[src/rtl/bgr_ctrl_pkg.sv]
// Shared types and default timing constants for the bandgap start-up sequencer.
//   bgr_state_t : sequencer state encoding (3 bits)
//   DEF_*       : default parameter values used by bgr_startup_ctrl
package bgr_ctrl_pkg;

  typedef enum logic [2:0] {
    ST_IDLE   = 3'd0,
    ST_KICK   = 3'd1,
    ST_SETTLE = 3'd2,
    ST_CHECK  = 3'd3,
    ST_READY  = 3'd4,
    ST_FAULT  = 3'd5
  } bgr_state_t;

  localparam int unsigned DEF_KICK_CYCLES   = 4;
  localparam int unsigned DEF_SETTLE_CYCLES = 16;
  localparam int unsigned DEF_MAX_RETRIES   = 2;
  localparam int unsigned DEF_DROP_CYCLES   = 3;
  localparam int unsigned DEF_CNT_W         = 16;

endpackage

[src/rtl/sync_2ff.sv]
// Two-flop synchronizer for a single asynchronous level.
//   clk   : destination clock
//   rst_n : async active-low reset, both flops clear to 0
//   d_i   : asynchronous input
//   q_o   : synchronized output, 2-cycle latency
module sync_2ff (
  input  logic clk,
  input  logic rst_n,
  input  logic d_i,
  output logic q_o
);

  logic meta_q;
  logic sync_q;

  always_ff @(posedge clk or negedge rst_n) begin
    if (!rst_n) begin
      meta_q <= 1'b0;
      sync_q <= 1'b0;
    end else begin
      meta_q <= d_i;
      sync_q <= meta_q;
    end
  end

  assign q_o = sync_q;

endmodule

[src/rtl/bgr_startup_ctrl.sv]
// Bandgap start-up sequencer: kicks the BGR out of its zero-current state,
// waits for it to settle, qualifies vbg_ok, retries a bounded number of
// times and re-kicks if the reference collapses while ready.
//   clk       : system clock
//   rst_n     : async active-low reset
//   en        : sequencer enable (level); low forces IDLE on the next edge
//   vbg_ok    : asynchronous comparator flag, synchronized internally
//   porst     : kick pulse to the BGR start-up NFET (registered)
//   bgr_ready : reference valid (registered)
//   fault     : start-up failed, held until en goes low (registered)
//   retry_cnt : failed checks in the current attempt, saturates at MAX_RETRIES
//
// state  | meaning
// IDLE   | disabled, counters cleared
// KICK   | porst asserted for KICK_CYCLES
// SETTLE | porst released, wait SETTLE_CYCLES
// CHECK  | one-cycle evaluation of synced vbg_ok
// READY  | reference valid, watching for a sustained drop
// FAULT  | retries exhausted, wait for en low
import bgr_ctrl_pkg::*;

module bgr_startup_ctrl #(
  parameter int unsigned KICK_CYCLES   = DEF_KICK_CYCLES,
  parameter int unsigned SETTLE_CYCLES = DEF_SETTLE_CYCLES,
  parameter int unsigned MAX_RETRIES   = DEF_MAX_RETRIES,
  parameter int unsigned DROP_CYCLES   = DEF_DROP_CYCLES,
  parameter int unsigned CNT_W         = DEF_CNT_W
) (
  input  logic       clk,
  input  logic       rst_n,
  input  logic       en,
  input  logic       vbg_ok,
  output logic       porst,
  output logic       bgr_ready,
  output logic       fault,
  output logic [1:0] retry_cnt
);

  localparam logic [CNT_W-1:0] KICK_LOAD   = CNT_W'(KICK_CYCLES - 1);
  localparam logic [CNT_W-1:0] SETTLE_LOAD = CNT_W'(SETTLE_CYCLES - 1);
  localparam logic [CNT_W-1:0] DROP_LAST   = CNT_W'(DROP_CYCLES - 1);
  localparam logic [1:0]       RETRY_MAX   = 2'(MAX_RETRIES);

  logic ok_s;

  bgr_state_t       state_q, state_d;
  logic [CNT_W-1:0] cnt_q, cnt_d;
  logic [CNT_W-1:0] drop_q, drop_d;
  logic [1:0]       retry_q, retry_d;
  logic             porst_q, ready_q, fault_q;

  sync_2ff u_sync_vbg (
    .clk   (clk),
    .rst_n (rst_n),
    .d_i   (vbg_ok),
    .q_o   (ok_s)
  );

  always_comb begin
    state_d = state_q;
    cnt_d   = cnt_q;
    drop_d  = drop_q;
    retry_d = retry_q;
    if (!en) begin
      state_d = ST_IDLE;
      cnt_d   = '0;
      drop_d  = '0;
      retry_d = '0;
    end else begin
      case (state_q)
        ST_IDLE: begin
          state_d = ST_KICK;
          cnt_d   = KICK_LOAD;
          drop_d  = '0;
          retry_d = '0;
        end
        ST_KICK: begin
          if (cnt_q == '0) begin
            state_d = ST_SETTLE;
            cnt_d   = SETTLE_LOAD;
          end else begin
            cnt_d = cnt_q - CNT_W'(1);
          end
        end
        ST_SETTLE: begin
          if (cnt_q == '0) begin
            state_d = ST_CHECK;
          end else begin
            cnt_d = cnt_q - CNT_W'(1);
          end
        end
        ST_CHECK: begin
          if (ok_s) begin
            state_d = ST_READY;
            retry_d = '0;
            drop_d  = '0;
          end else if (retry_q < RETRY_MAX) begin
            state_d = ST_KICK;
            cnt_d   = KICK_LOAD;
            retry_d = retry_q + 2'd1;
          end else begin
            state_d = ST_FAULT;
          end
        end
        ST_READY: begin
          if (ok_s) begin
            drop_d = '0;
          end else if (drop_q == DROP_LAST) begin
            // sustained collapse: start a fresh attempt with a clean retry budget
            state_d = ST_KICK;
            cnt_d   = KICK_LOAD;
            retry_d = '0;
            drop_d  = '0;
          end else begin
            drop_d = drop_q + CNT_W'(1);
          end
        end
        ST_FAULT: begin
          state_d = ST_FAULT;
        end
        default: begin
          state_d = ST_IDLE;
          cnt_d   = '0;
          drop_d  = '0;
          retry_d = '0;
        end
      endcase
    end
  end

  // Outputs are decoded from the present state and registered, so they trail
  // the state by one edge; en low clears them on the same edge that sends the
  // state to IDLE so an aborted kick ends immediately.
  always_ff @(posedge clk or negedge rst_n) begin
    if (!rst_n) begin
      state_q <= ST_IDLE;
      cnt_q   <= '0;
      drop_q  <= '0;
      retry_q <= '0;
      porst_q <= 1'b0;
      ready_q <= 1'b0;
      fault_q <= 1'b0;
    end else begin
      state_q <= state_d;
      cnt_q   <= cnt_d;
      drop_q  <= drop_d;
      retry_q <= retry_d;
      if (!en) begin
        porst_q <= 1'b0;
        ready_q <= 1'b0;
        fault_q <= 1'b0;
      end else begin
        porst_q <= (state_q == ST_KICK);
        ready_q <= (state_q == ST_READY);
        fault_q <= (state_q == ST_FAULT);
      end
    end
  end

  assign porst     = porst_q;
  assign bgr_ready = ready_q;
  assign fault     = fault_q;
  assign retry_cnt = retry_q;

endmodule

[config.mk]
export PLATFORM = sky130hd
export DESIGN_NAME = bgr_startup_ctrl
export DESIGN_NICKNAME = d
export VERILOG_FILES = /design/src/rtl/bgr_ctrl_pkg.sv /design/src/rtl/sync_2ff.sv /design/src/rtl/bgr_startup_ctrl.sv
export SDC_FILE = /design/constraint.sdc
export NUM_CORES = 1
export LEC_CHECK = 0
export CAP_MARGIN = 5
export CORE_ASPECT_RATIO = 1.2
export CORE_UTILIZATION = 35
export DETAILED_ROUTE_END_ITERATION = 8
export PLACE_DENSITY = 0.48
export SETUP_SLACK_MARGIN = 0.2
export SLEW_MARGIN = 0
export SYNTH_ARGS = -nofsm -noshare
export SYNTH_HDL_FRONTEND = slang
export SYNTH_SLANG_ARGS = --single-unit
[constraint.sdc]
create_clock -name clk -period 2.86 [get_ports clk]
set_clock_uncertainty 0.2 [all_clocks]
set_input_delay 0.572 -clock clk [delete_from_list [all_inputs] [get_ports clk]]
set_output_delay 0.572 -clock clk [all_outputs]
set_load 0.01 [all_outputs]
==> impl_metrics.tcl, run 1 <==
set metrics [dict create \
    critPathKind "flop to flop" \
    vias 1931 \
    drive_above_1_share 0.127 \
    htreeDepth 2 \
    crit_chain "inv_1 -> ha_2 -> nor3b_4 -> nand3_2 -> or4_4 -> nor3b_4 -> buf_4 -> a31oi_1" \
    grt_pass1_vias 1890 \
    clk_latency_ns 0.30 \
    peakVddDrop_uv 278 \
    crit_top_cell "nor3b_4" \
    internal_power_mw 1.21 \
    drt_pass1_iterations 4 \
    tns_ns 0 \
    gr-total-overflow 0 \
    crit_fanout 8 \
    setup_violations 0 \
    cts_root_buffer "clkbuf_8" \
    postCtsSetupBuffers 0 \
    maxCapViolCount 0 \
    grt_max_degree 43 \
    rsz0062_at_grt "no" \
    crit_required_ns 2.87 \
    status "finished clean" \
    synth_area_sq_um 2380 \
    nNetsFinal 282 \
    clk_pin_slew_ns 0.09 \
    critPathCaptureType "flop" \
    power.share.clock 0.210 \
    finalHoldViolCount 0 \
    die_h_microns 92.3 \
    worst_slew_pin_slew_ns 0.633 \
    initial_core_util 0.366 \
    max_slew_margin 0.576 \
    cpPeakStageDelay_ns 0.53 \
    netSwitchingPower_uw 729 \
    synth-seq-area-share 0.442 \
    syn_inst 253 \
    startpoint_type "flop" \
    antenna_found_initial 0 \
    synth.distinct_cells 52 \
    syn2layout_area_growth_pct 16.0 \
    grt_pass1_wl_mm 9.22 \
    antenna_cells 0 \
    synth_warnings 0 \
    viasPerCell 5.35 \
    seqPwrFrac 0.411 \
    slew_viol_final 0 \
    hpwl_mm 3.76 \
    core_area_sq_um 6490 \
    synth_edf_count 0 \
    pin_count 9 \
    cts_tree "done" \
    final.fill_count 677 \
    arrival_ns 2.44 \
    swShare 0.376 \
    fmax_mhz 411 \
    leakage_nw 1.14 \
    post_drt_wl_per_cell_microns 14.6 \
    cts_inserted_buffers 5 \
    place_area_sq_um 2650 \
    drc_errors 0 \
    ctsResizeCount 0 \
    synth_fp_nets 260 \
    syn_area_per_cell_sq_um 9.39 \
    drt_first_iter_violations 93 \
    ys_ff_latch 42 \
    synth_flop_cell "dfrtp_1" \
    async_flop_share 1.00 \
    combPwrFrac 0.379 \
    cts_buffer_depth 2 \
    min_period_ns 2.43 \
    std_cell_rows 32 \
    final_area_sq_um 2760 \
    gp_congestion 0.731 \
    hold_path_class "primary input to async pin" \
    power.density_nw_per_um2 703 \
    post-route-util 0.425 \
    ant_nets 0 \
    grt_use_total 0.166 \
    ctsHoldBuffers 0 \
    drt_wl_total_mm 5.28 \
    die_width_microns 77.2 \
    port_buffers 8 \
    slowest_stage "or4_4" \
    cts.sinks 42 \
    final.period_utilization 0.850 \
    die_area_sq_um 7120 \
]
## path summary, 6_finish.rpt
path                                        start  slack, ns        endpoint  cells after the start
worst max-delay path                     cnt_q[0]       0.43       cnt_q[10]                      8
worst min-delay path                        rst_n       0.02       cnt_q[12]                      2
worst max register to register           cnt_q[0]       0.43       cnt_q[10]                      8
worst min register to register  u_sync_vbg.meta_q       0.16  u_sync_vbg.q_o                      0
max in group asynchronous                   rst_n       2.21       drop_q[6]                      2
min in group clk                u_sync_vbg.meta_q       0.16  u_sync_vbg.q_o                      0
## Yosys cell counts (5+ instances only)
library cell  count  area (sq um)
nand3_1           7          35.0
nor4_1           10          62.6
nor3b_1           7          52.6
a31oi_1           5          31.3
a21o_1            5          37.5
and2_1            6          37.5
nor3_1            9          45.0
xnor2_1           8          70.1
o31ai_1           6          45.0
nor2b_1           5          31.3
nand2_1          19          71.3
o21ai_0          12          60.1
nand4_1           7          43.8
inv_1            10          37.5
nor2_1           20          75.1
dfrtp_1          42          1050
a21oi_1          16          80.1
o21a_1            5          37.5
nand2b_1          6          37.5
clkbuf_1          5          18.8
## power by group through the flow
| stage | Combinational [mW] | Sequential (mW) | Clock (mW) |
|---|---|---|---|
| 4_1_cts | 0.738 | 0.794 | 0.424 |
| 6_report | 0.734 | 0.797 | 0.407 |
| 3_5_place_dp | 0.734 | 0.806 | 0 |
| 3_3_place_gp | 0.735 | 0.807 | 0 |
| 2_1_floorplan | 0.481 | 0.767 | 0 |
| 5_1_grt | 0.826 | 0.819 | 0.447 |
## metal layers
layer / wire length, microns / share of wire / GRT usage
met1: 2500 / 0.47 / 0.204
met2: 2610 / 0.49 / 0.287
met3: 94 / 0.018 / 0.0328
met4: 75 / 0.014 / 0.0566
met5: 0 / 0 / 0
## logic make-up after synthesis
| kind of cell | share of synthesized area |
|---|---|
| muxes | 0.00843 |
| AOI/OAI and AO/OA | 0.202 |
| and+or+nand+nor | 0.270 |
| DFF | 0.442 |
| xor gates and xnor gates | 0.0332 |
| buffers and inverters | 0.0284 |
| adders and majority gates | 0.0158 |
## state kept, by name, indices dropped and copies added (netlist names)
signal             flops
bgr_ready              1
state_q                3
drop_q                16
u_sync_vbg.meta_q      1
retry_cnt              2
cnt_q                 16
porst                  1
fault                  1
u_sync_vbg.q_o         1
## critical path, delay by kind of cell (launching register included)
kind	cells	cell delay [ns]
and+or+nand+nor	4	1.06
buffers and inverters	2	0.27
adders and majority gates	1	0.23
AOI/OAI and AO/OA	1	0.18
DFF	1	0.42
## area by class of cell
cell class	instances	area (sq um)	share of cell area
multi-input cells	195	1270	0.461
flip-flops and latches	42	1050	0.381
repair buffers	21	198	0.0718
well taps	85	106	0.0386
clock buffers	7	86.3	0.0313
inverters	10	37.5	0.0136
clock inverters	1	5.00	0.00182
## layout by cell type, fill, tap and decap left out, types with 3 or more instances in the layout
cell type,Yosys,final
a21o_1,5,5
a21oi_1,16,16
a31oi_1,5,5
a31oi_2,3,3
and2_1,6,6
and3_1,4,4
buf_4,0,11
clkbuf_8,0,6
clkdlybuf4s50_1,0,7
dfrtp_1,42,42
inv_1,10,10
nand2_1,19,19
nand2b_1,6,6
nand3_1,7,7
nand4_1,7,7
nor2_1,20,20
nor2b_1,5,5
nor3_1,9,9
nor3b_1,7,6
nor4_1,10,10
o21a_1,5,5
o21ai_0,12,12
o31ai_1,6,6
xnor2_1,8,8
## stage by stage
| step | setup WS [ns] | hold WS, ns | std cells | total power, mW |
|---|---|---|---|---|
| 6_report | 0.428 | 0.0226 | 361 | 1.94 |
| 5_1_grt | 0.224 | 0.0580 | 361 | 2.09 |
| 3_3_place_gp | 0.132 | 0.134 | 353 | 1.54 |
| 4_1_cts | 0.251 | 0.0376 | 361 | 1.96 |
| 3_5_place_dp | 0.0981 | 0.144 | 353 | 1.54 |
| 2_1_floorplan | 0.418 | 0.0764 | 253 | 1.25 |
No activity file was read; power rests on OpenSTA's default activity.
==> run 2, diff against run 1 <==
--- a/config.mk
+++ b/config.mk
@@ -11,6 +11,7 @@
 export DETAILED_ROUTE_END_ITERATION = 8
 export PLACE_DENSITY = 0.48
 export SETUP_SLACK_MARGIN = 0.2
+export SKIP_LAST_GASP = 1
 export SLEW_MARGIN = 0
 export SYNTH_ARGS = -nofsm -noshare
 export SYNTH_HDL_FRONTEND = slang
==> constraint.sdc (replaced) <==
create_clock -name clk -period 2.86 [get_ports clk]
set_clock_uncertainty 0.2 [all_clocks]
set_input_delay 0.286 -clock clk [delete_from_list [all_inputs] [get_ports clk]]
set_output_delay 0.286 -clock clk [all_outputs]
set_load 0.01 [all_outputs]
==> impl_metrics.tcl, run 2 (synthesis gave the netlist of run 1 again) <==
set metrics [dict create \
    status "finished clean" \
    crit_fanout 10 \
    cpPeakStageDelay_ns 0.52 \
    critPathCaptureType "flop" \
    worst_slew_pin_slew_ns 0.979 \
    max_slew_margin 0.347 \
    final.period_utilization 0.887 \
    die_h_microns 92.3 \
    setup_violations 0 \
    clk_pin_slew_ns 0.08 \
    die_width_microns 77.2 \
    antenna_cells 0 \
    gr-total-overflow 0 \
    vias 1916 \
    power.density_nw_per_um2 695 \
    gp_congestion 0.760 \
    maxCapViolCount 0 \
    crit_chain "nor4_1 -> nand4_1 -> and2_1 -> a22o_1 -> o21bai_1" \
    arrival_ns 2.50 \
    grt_use_total 0.163 \
    cts_buffer_depth 2 \
    layout.cells.non_filler 357 \
    min_period_ns 2.54 \
    drt_pass1_iterations 4 \
    cts_inserted_buffers 5 \
    crit_required_ns 2.82 \
    slowest_stage "nor4_1" \
    hpwl_mm 3.77 \
    holdWs_ns 0.155 \
    layout_commonest_cell "dfrtp_1" \
    fmax_mhz 394 \
    finalWorstSetupSlack_ns 0.323 \
    drt_wl_total_mm 5.37 \
    drc_errors 0 \
    port_buffers 8 \
    cts_tree "done" \
    leakage_nw 1.12 \
    hold_path_class "flop to flop" \
    finalHoldViolCount 0 \
    grt_pass1_vias 1923 \
    pin_count 9 \
    critPathKind "flop to flop" \
    place_ws_ns 0.269 \
    dp_cells 348 \
    rsz0062_at_grt "no" \
    cts_root_buffer "clkbuf_8" \
    postCtsSetupBuffers 0 \
    mostFrequentLayoutCells "dfrtp_1, nor2_1, nand2_1, a21oi_1, o21ai_0" \
    peakVddDrop_uv 252 \
    ant_nets 0 \
    syn2layout_area_growth_pct 13.4 \
    htreeDepth 2 \
    grt_max_degree 43 \
    nNetsFinal 278 \
    drt_first_iter_violations 75 \
    viasPerCell 5.37 \
    clk_latency_ns 0.30 \
    grt_pass1_wl_mm 9.14 \
    core_area_sq_um 6490 \
    finalPower_mw 1.87 \
    die_area_sq_um 7120 \
    post_drt_wl_per_cell_microns 15.1 \
    initial_core_util 0.366 \
    largestRegisters "cnt_q (16), drop_q (16), state_q (3)" \
    tns_ns 0 \
    slew_viol_final 0 \
    cts.sinks 42 \
    drive_above_1_share 0.107 \
    antenna_found_initial 0 \
    startpoint_type "flop" \
    std_cell_rows 32 \
]
## run 2: path summary, 6_finish.rpt
| path | start | to | slack [ns] | depth (start not counted) |
|---|---|---|---|---|
| worst max-delay path | cnt_q[4] | cnt_q[9] | 0.32 | 5 |
| worst min-delay path | u_sync_vbg.meta_q | u_sync_vbg.q_o | 0.15 | 0 |
| worst max register to register | cnt_q[4] | cnt_q[9] | 0.32 | 5 |
| worst min register to register | u_sync_vbg.meta_q | u_sync_vbg.q_o | 0.15 | 0 |
| max in group asynchronous | rst_n | drop_q[15] | 1.38 | 2 |
| min in group asynchronous | rst_n | cnt_q[11] | 0.48 | 2 |
## run 2: per-layer routing
layer | up-vias | routed length [microns] | part of all wire | track usage
li1 | 975 | - | - | -
met1 | 919 | 2460 | 0.46 | 0.197
met2 | 13 | 2740 | 0.51 | 0.284
met3 | 9 | 71 | 0.013 | 0.0219
met4 | 0 | 108 | 0.020 | 0.0786
met5 | - | 0 | 0 | 0
## run 2: what timing repair did
item,in CTS,in global routing
hold endpoints to repair,42,0
setup endpoints to repair,0,10
gates resized for setup,0,1
hold buffers,1,0
## run 2: stage by stage
stage,area (sq um),util
CTS,2690,0.415
global route,2690,0.415
global placement,2590,0.399
finish,2690,0.415
floorplan,2380,-
detailed placement,2590,0.399
## run 2: final cells by class
class | count | area (sq um)
fillers | 667 | 3790
repair buffers | 17 | 145
clock buffers | 7 | 86.3
clock inverters | 1 | 5.00
flip-flops and latches | 42 | 1050
multi-input cells | 195 | 1260
inverters | 10 | 37.5
well taps | 85 | 106
## run 2: critical path, delay by kind of cell (launching register included)
kind	cells	cell delay [ns]
AND/OR/NAND/NOR	3	1.34
flip-flops	1	0.44
AO/OA/AOI/OAI	2	0.41
## run 2: power breakdown
part,leakage (nW),switching (mW),total [mW],internal [mW]
sequential,0.571,0.126,0.798,0.672
clock,0.0482,0.208,0.403,0.195
combinational,0.501,0.382,0.672,0.289
total,1.12,0.716,1.87,1.16
==> run 3, diff against run 2 <==
--- a/config.mk
+++ b/config.mk
@@ -9,6 +9,7 @@
 export CORE_ASPECT_RATIO = 1.2
 export CORE_UTILIZATION = 35
 export DETAILED_ROUTE_END_ITERATION = 8
+export HOLD_SLACK_MARGIN = 0.15
 export PLACE_DENSITY = 0.48
 export SETUP_SLACK_MARGIN = 0.2
 export SKIP_LAST_GASP = 1
==> results of run 3 <==
Final layout, timing and power as in run 2 (identical DEF).
